### src/rtl/vector_pkg.sv
// Shared encodings and geometry helpers for scalar extraction from a
// 128-bit-per-register vector register file.
package vector_pkg;

    localparam int VLEN = 128;
    localparam int XLEN = 64;

    typedef enum logic [1:0] {
        SEW_8  = 2'b00,
        SEW_16 = 2'b01,
        SEW_32 = 2'b10,
        SEW_64 = 2'b11
    } sew_e;

    typedef enum logic [1:0] {
        LMUL_1 = 2'b00,
        LMUL_2 = 2'b01,
        LMUL_4 = 2'b10,
        LMUL_8 = 2'b11
    } lmul_e;

    typedef enum logic [1:0] {
        ST_IDLE    = 2'b00,
        ST_READ    = 2'b01,
        ST_CAPTURE = 2'b10,
        ST_RESP    = 2'b11
    } state_e;

    // Elements per register: 16, 8, 4, 2.
    function automatic logic [4:0] epr(input sew_e sew);
        return 5'd16 >> sew;
    endfunction

    // Largest group length is 16 << 3 = 128, so 8 bits are needed.
    function automatic logic [7:0] vlmax(input sew_e sew, input lmul_e lmul);
        return {3'b000, epr(sew)} << lmul;
    endfunction

    // log2(EPR): shift that turns an element index into a register offset.
    function automatic logic [2:0] reg_shift(input sew_e sew);
        return 3'd4 - {1'b0, sew};
    endfunction

endpackage

### src/rtl/vector_element_select.sv
// Combinational lane picker: selects one SEW-wide element from a 128-bit
// register image and sign-extends it to 64 bits.
module vector_element_select
    import vector_pkg::*;
(
    input  logic [VLEN-1:0] data_i,
    input  sew_e            sew_i,
    input  logic [3:0]      lane_i,
    output logic [XLEN-1:0] elem_o
);

    logic [7:0]  elem_b;
    logic [15:0] elem_h;
    logic [31:0] elem_w;
    logic [63:0] elem_d;

    always_comb begin
        // Upper lane bits beyond EPR-1 are ignored for the wider element sizes.
        elem_b = data_i[{lane_i, 3'b000} +: 8];
        elem_h = data_i[{lane_i[2:0], 4'b0000} +: 16];
        elem_w = data_i[{lane_i[1:0], 5'b00000} +: 32];
        elem_d = data_i[{lane_i[0], 6'b000000} +: 64];
        elem_o = '0;
        case (sew_i)
            SEW_8:   elem_o = {{56{elem_b[7]}}, elem_b};
            SEW_16:  elem_o = {{48{elem_h[15]}}, elem_h};
            SEW_32:  elem_o = {{32{elem_w[31]}}, elem_w};
            SEW_64:  elem_o = elem_d;
            default: elem_o = '0;
        endcase
    end

endmodule

### src/rtl/vector_element_extract_unit.sv
// Reads one element of a vector register group through a single VRF read
// port and returns it as a sign-extended 64-bit scalar.
//
// state   | meaning
// IDLE    | ready for a request; range check decided at accept
// READ    | VRF read strobe and address driven for one cycle
// CAPTURE | VRF data valid; lane selected and registered
// RESP    | result held until the consumer takes it
module vector_element_extract_unit
    import vector_pkg::*;
(
    input  logic             clk_i,
    input  logic             rstn_i,
    input  logic             req_valid_i,
    output logic             req_ready_o,
    input  logic [4:0]       vs2_addr_i,
    input  logic [6:0]       elem_idx_i,
    input  logic [1:0]       vsew_i,
    input  logic [1:0]       vlmul_i,
    output logic             vrf_rd_en_o,
    output logic [4:0]       vrf_rd_addr_o,
    input  logic [VLEN-1:0]  vrf_rd_data_i,
    input  logic             flush_i,
    output logic             rd_valid_o,
    input  logic             rd_ready_i,
    output logic [XLEN-1:0]  rd_data_o,
    output logic             rd_oob_o
);

    state_e      state;
    logic [4:0]  vs2_q;
    logic [6:0]  idx_q;
    sew_e        sew_q;
    lmul_e       lmul_q;

    sew_e        sew_in;
    lmul_e       lmul_in;
    logic        req_oob;
    logic [4:0]  req_addr;
    logic [3:0]  lane;
    logic        q_in_range;
    logic [XLEN-1:0] elem_ext;

    assign sew_in   = sew_e'(vsew_i);
    assign lmul_in  = lmul_e'(vlmul_i);
    assign req_oob  = {1'b0, elem_idx_i} >= vlmax(sew_in, lmul_in);
    // Register offset wraps modulo 32 with the 5-bit add.
    assign req_addr = vs2_addr_i + 5'(elem_idx_i >> reg_shift(sew_in));

    assign lane       = idx_q[3:0] & 4'(epr(sew_q) - 5'd1);
    assign q_in_range = {1'b0, idx_q} < vlmax(sew_q, lmul_q);

    vector_element_select u_select (
        .data_i (vrf_rd_data_i),
        .sew_i  (sew_q),
        .lane_i (lane),
        .elem_o (elem_ext)
    );

    always_ff @(posedge clk_i or negedge rstn_i) begin
        if (!rstn_i) begin
            state         <= ST_IDLE;
            req_ready_o   <= 1'b1;
            vrf_rd_en_o   <= 1'b0;
            vrf_rd_addr_o <= '0;
            rd_valid_o    <= 1'b0;
            rd_data_o     <= '0;
            rd_oob_o      <= 1'b0;
            vs2_q         <= '0;
            idx_q         <= '0;
            sew_q         <= SEW_8;
            lmul_q        <= LMUL_1;
        end else if (flush_i) begin
            state         <= ST_IDLE;
            req_ready_o   <= 1'b1;
            vrf_rd_en_o   <= 1'b0;
            vrf_rd_addr_o <= '0;
            rd_valid_o    <= 1'b0;
            rd_data_o     <= '0;
            rd_oob_o      <= 1'b0;
        end else begin
            case (state)
                ST_IDLE: begin
                    if (req_valid_i) begin
                        vs2_q       <= vs2_addr_i;
                        idx_q       <= elem_idx_i;
                        sew_q       <= sew_in;
                        lmul_q      <= lmul_in;
                        req_ready_o <= 1'b0;
                        if (req_oob) begin
                            state      <= ST_RESP;
                            rd_valid_o <= 1'b1;
                            rd_data_o  <= '0;
                            rd_oob_o   <= 1'b1;
                        end else begin
                            state         <= ST_READ;
                            vrf_rd_en_o   <= 1'b1;
                            vrf_rd_addr_o <= req_addr;
                        end
                    end
                end
                ST_READ: begin
                    vrf_rd_en_o   <= 1'b0;
                    vrf_rd_addr_o <= '0;
                    state         <= ST_CAPTURE;
                end
                ST_CAPTURE: begin
                    // Only in-range requests reach here; the guard keeps a
                    // corrupted request from ever leaking stale lane data.
                    rd_data_o  <= q_in_range ? elem_ext : '0;
                    rd_oob_o   <= 1'b0;
                    rd_valid_o <= 1'b1;
                    state      <= ST_RESP;
                end
                ST_RESP: begin
                    if (rd_ready_i) begin
                        rd_valid_o  <= 1'b0;
                        req_ready_o <= 1'b1;
                        state       <= ST_IDLE;
                    end
                end
                default: begin
                    state       <= ST_IDLE;
                    req_ready_o <= 1'b1;
                end
            endcase
        end
    end

endmodule

### config.mk
export PLATFORM = sky130hd
export DESIGN_NAME = vector_element_extract_unit
export DESIGN_NICKNAME = d
export VERILOG_FILES = /design/src/rtl/vector_pkg.sv /design/src/rtl/vector_element_select.sv /design/src/rtl/vector_element_extract_unit.sv
export SDC_FILE = /design/constraint.sdc
export NUM_CORES = 1
export LEC_CHECK = 0
export CAP_MARGIN = 20
export CORE_ASPECT_RATIO = 0.8
export CORE_MARGIN = 4
export CORE_UTILIZATION = 52
export CTS_CLUSTER_SIZE = 14
export DETAILED_ROUTE_END_ITERATION = 10
export GPL_ROUTABILITY_DRIVEN = 0
export MAX_ROUTING_LAYER = met4
export PLACE_DENSITY = 0.82
export SLEW_MARGIN = 20
export SYNTH_ARGS = -nofsm -noshare
export SYNTH_HDL_FRONTEND = slang
export SYNTH_HIERARCHICAL = 1
export SYNTH_SLANG_ARGS = --single-unit
### constraint.sdc
create_clock -name clk_i -period 3.22 [get_ports clk_i]
set_input_delay 0.644 -clock clk_i [delete_from_list [all_inputs] [get_ports clk_i]]
set_output_delay 0.644 -clock clk_i [all_outputs]
set_load 0.01 [all_outputs]
==> results by group <==
STA
  – Fin. Hold Viols: 0
  – Slew headroom: 0.4466
  – Period minus WS final: 3.177 ns
  – Crit share post-route: 0.9866
  – Worst-margin pin slew: 0.8270 ns
  – Worst-case clock skew: 0.01123 ns
  – Achievable Freq: 314.8 MHz
  – Max-slew violations: 0
  – Final Setup Violations: 0
  – Setup TNS: 0 ns
  – Worst hold margin: 0.3172 ns

Global routing
  – Global route total overflow: 0
  – Initial antenna violation count: 1
  – Total global-route track usage: 0.3177
  – GRT met2 Usage: 0.4913
  – Grt met3 use: 0.09094
  – Vias in the first global route: 9090
  – First-pass GRT wire length: 51.17 mm
  – Met1 Usage GRT: 0.4142
  – GRT busiest layer: met2
  – Largest net degree at the start of global routing: 65

Setup path
  – Worst-path maximum fanout: 9
  – Worst Path Required: 3.45 ns
  – Arrival @ worst endpoint: 3.41 ns
  – Kind of critical path: input pin to register
  – CP startpoint kind: input pin
  – Kind of end point of the critical path: register

Yosys
  – Mapped cell area: 9707 um^2
  – Top cells by count, synth: nor2_1, nand2_1, dfrtp_1
  – Main synth FF type: dfrtp_1
  – Synth async-reset ratio: 1.000
  – Sequential area share after synthesis: 0.2218
  – Flops & latches, synth: 86
  – Mapped Avg Cell Area: 9.756 um^2
  – Synth top area share: 0.2191
  – Synth Instances: 995
  – Synth Warn #: 6
  – Synth area leader: dfrtp_1
  – Synthesized Nets: 1172
  – Count leader, synth: nor2_1
  – Distinct cells, synth: 69
  – Synth top area cells: dfrtp_1, mux4_2, mux2_4
  – Post-synth EDFFs: 0

Pwr
  – Leak pwr: 0.005648 uW
  – Pwr per Cell Area: 828.6 nW/um^2
  – Overall power: 10590 uW
  – VDD IR max: 0.8540 mV

Finish
  – Layout area overhead: 31.71%
  – Total Nets Final: 1374
  – Fillers: 1330
  – Layout cells sized above 1: 0.2280
  – Design Area, Final: 12780 um^2
  – Finished Core Util: 0.7016

CTS
  – Clock-pin slew of the registers on the worst-case setup and hold paths: 0.07 ns
  – Clock Tree Root: clkbuf_16
  – CTS buffer count: 9
  – Clk_lat worst skew: 0.35 ns
  – Clock buffer depth: 2
  – Clk sinks: 86
  – CTS tree: yes
  – H-tree depth: 3
  – Post-CTS Hold Fix Bufs: 0

Die
  – Initial Util: 0.5327
  – Row count: 44
  – Die W: 160.8 um
  – Die area: 20930 um^2
  – Area of the core: 18220 um^2
  – I/O Pins: 222
  – Chip height: 130.2 um

Run status
  – Outcome: complete, but fails checks
  – Failing checks: design-rule violations

Job
  – Max-cap violations: 0

Placed design
  – PortBufs: 221
  – Final HPWL DP: 24.43 mm
  – Dpl cell area: 12210 um^2

Route
  – First-pass DRT Iterations: 9
  – Number of vias per cell: 6.516
  – Wire length per cell: 23.40 um
  – DRT Wirelength: 34.07 mm
  – Antenna-violating nets left: 0
  – Via Count: 9488
  – Initial DRC count: 1275
  – Remaining DRCs: 1

Worst hold path
  – Min-delay worst type: input pin to async pin
-- layout by cell type (no fill, tap or decap), types with 5 or more instances in the layout --
cell type,count
mux4_2,66
a22o_1,9
o21ai_0,18
nor3_1,8
and3_1,64
nor2_1,122
nand2_1,86
nand2b_1,15
mux2i_1,69
dfrtp_1,83
buf_4,43
o21ai_1,10
ha_1,25
a21o_1,5
mux2_2,43
o32ai_1,6
o22a_1,7
clkbuf_16,14
a22oi_1,14
nor2b_1,22
mux2_4,51
a211oi_1,14
clkdlybuf4s50_1,217
inv_1,9
a21oi_1,39
nand3_1,7
o22ai_1,20
nor3b_1,9
buf_12,13
o211ai_1,9
-- metrics by stage --
| step | cells | setup WS [ns] |
|---|---|---|
| 2_1_floorplan | 995 | 0.01775 |
| 3_3_place_gp | 1430 | -0.3025 |
| 3_5_place_dp | 1430 | -0.3716 |
| 4_1_cts | 1449 | -0.01326 |
| 5_1_grt | 1456 | -0.03097 |
| 6_report | 1456 | 0.04319 |
-- state kept, by name, summed over array words and instances (netlist names), 2 cells and up --
register and count:
idx_q 7, lmul_q 2, rd_data_o 64, sew_q 2
state 2, vrf_rd_addr_o 5
-- final cells by class --
type / instances / area (um^2) / area share
repair buffers: 283 / 2973 / 0.2325
diodes: 1 / 2.502 / 0.0001957
clock inverters: 7 / 77.57 / 0.006068
clock buffers: 9 / 225.2 / 0.01762
well taps: 253 / 316.6 / 0.02476
flip-flops and latches: 86 / 2158 / 0.1688
inverters: 12 / 45.04 / 0.003523
multi-input cells: 805 / 6987 / 0.5465
-- path summary, 6_finish.rpt --
check	from	to	slack, ns	depth (start not counted)
max	vlmul_i[1]	rd_data_o[44]	0.04	11
min	rstn_i	rd_data_o[42]	0.32	1
max reg2reg	sew_q[0]	rd_data_o[22]	0.26	10
min reg2reg	vrf_rd_en_o	vrf_rd_en_o	0.50	1
max in group asynchronous	rstn_i	rd_data_o[27]	2.26	2
min in group clk_i	vrf_rd_en_o	vrf_rd_en_o	0.50	1
-- critical path: stages --
cell and delay, ns:
clkdlybuf4s50_1 0.63, nor2_1 0.34, a21oi_4 0.07, ha_4 0.30, nand4_1 0.14, a21oi_2 0.18
nor2_2 0.07, o221ai_4 0.33, clkbuf_16 0.24, clkbuf_16 0.16, mux2_4 0.30
-- layer usage --
metal / part of all wire / wire length, um
met5: 0 / 0
met4: 0.028 / 956
met3: 0.14 / 4771
met2: 0.45 / 15290
met1: 0.38 / 13050
-- where the power goes --
group	total (uW)	internal, uW	switching, uW
combinational	7890	3570	4320
sequential	1600	1320	284
clock	1100	613	487
total	10600	5500	5100
-- kinds of logic after synthesis --
group,after synthesis,share of synthesized area
buf+inv,104,0.06999
xor+xnor,4,0.003610
fa+ha+maj,28,0.03686
flops,86,0.2218
compound gates,185,0.1333
mux,231,0.3550
simple gates,357,0.1794
-- repair_timing --
item / in CTS / in global routing
setup endpoints to repair: 54 / 72
pin swaps: 4 / 9
cloned: 1 / 5
gates resized for setup: 5 / 16
setup buffers: 2 / 0
Power figures use the tool's default switching activity.
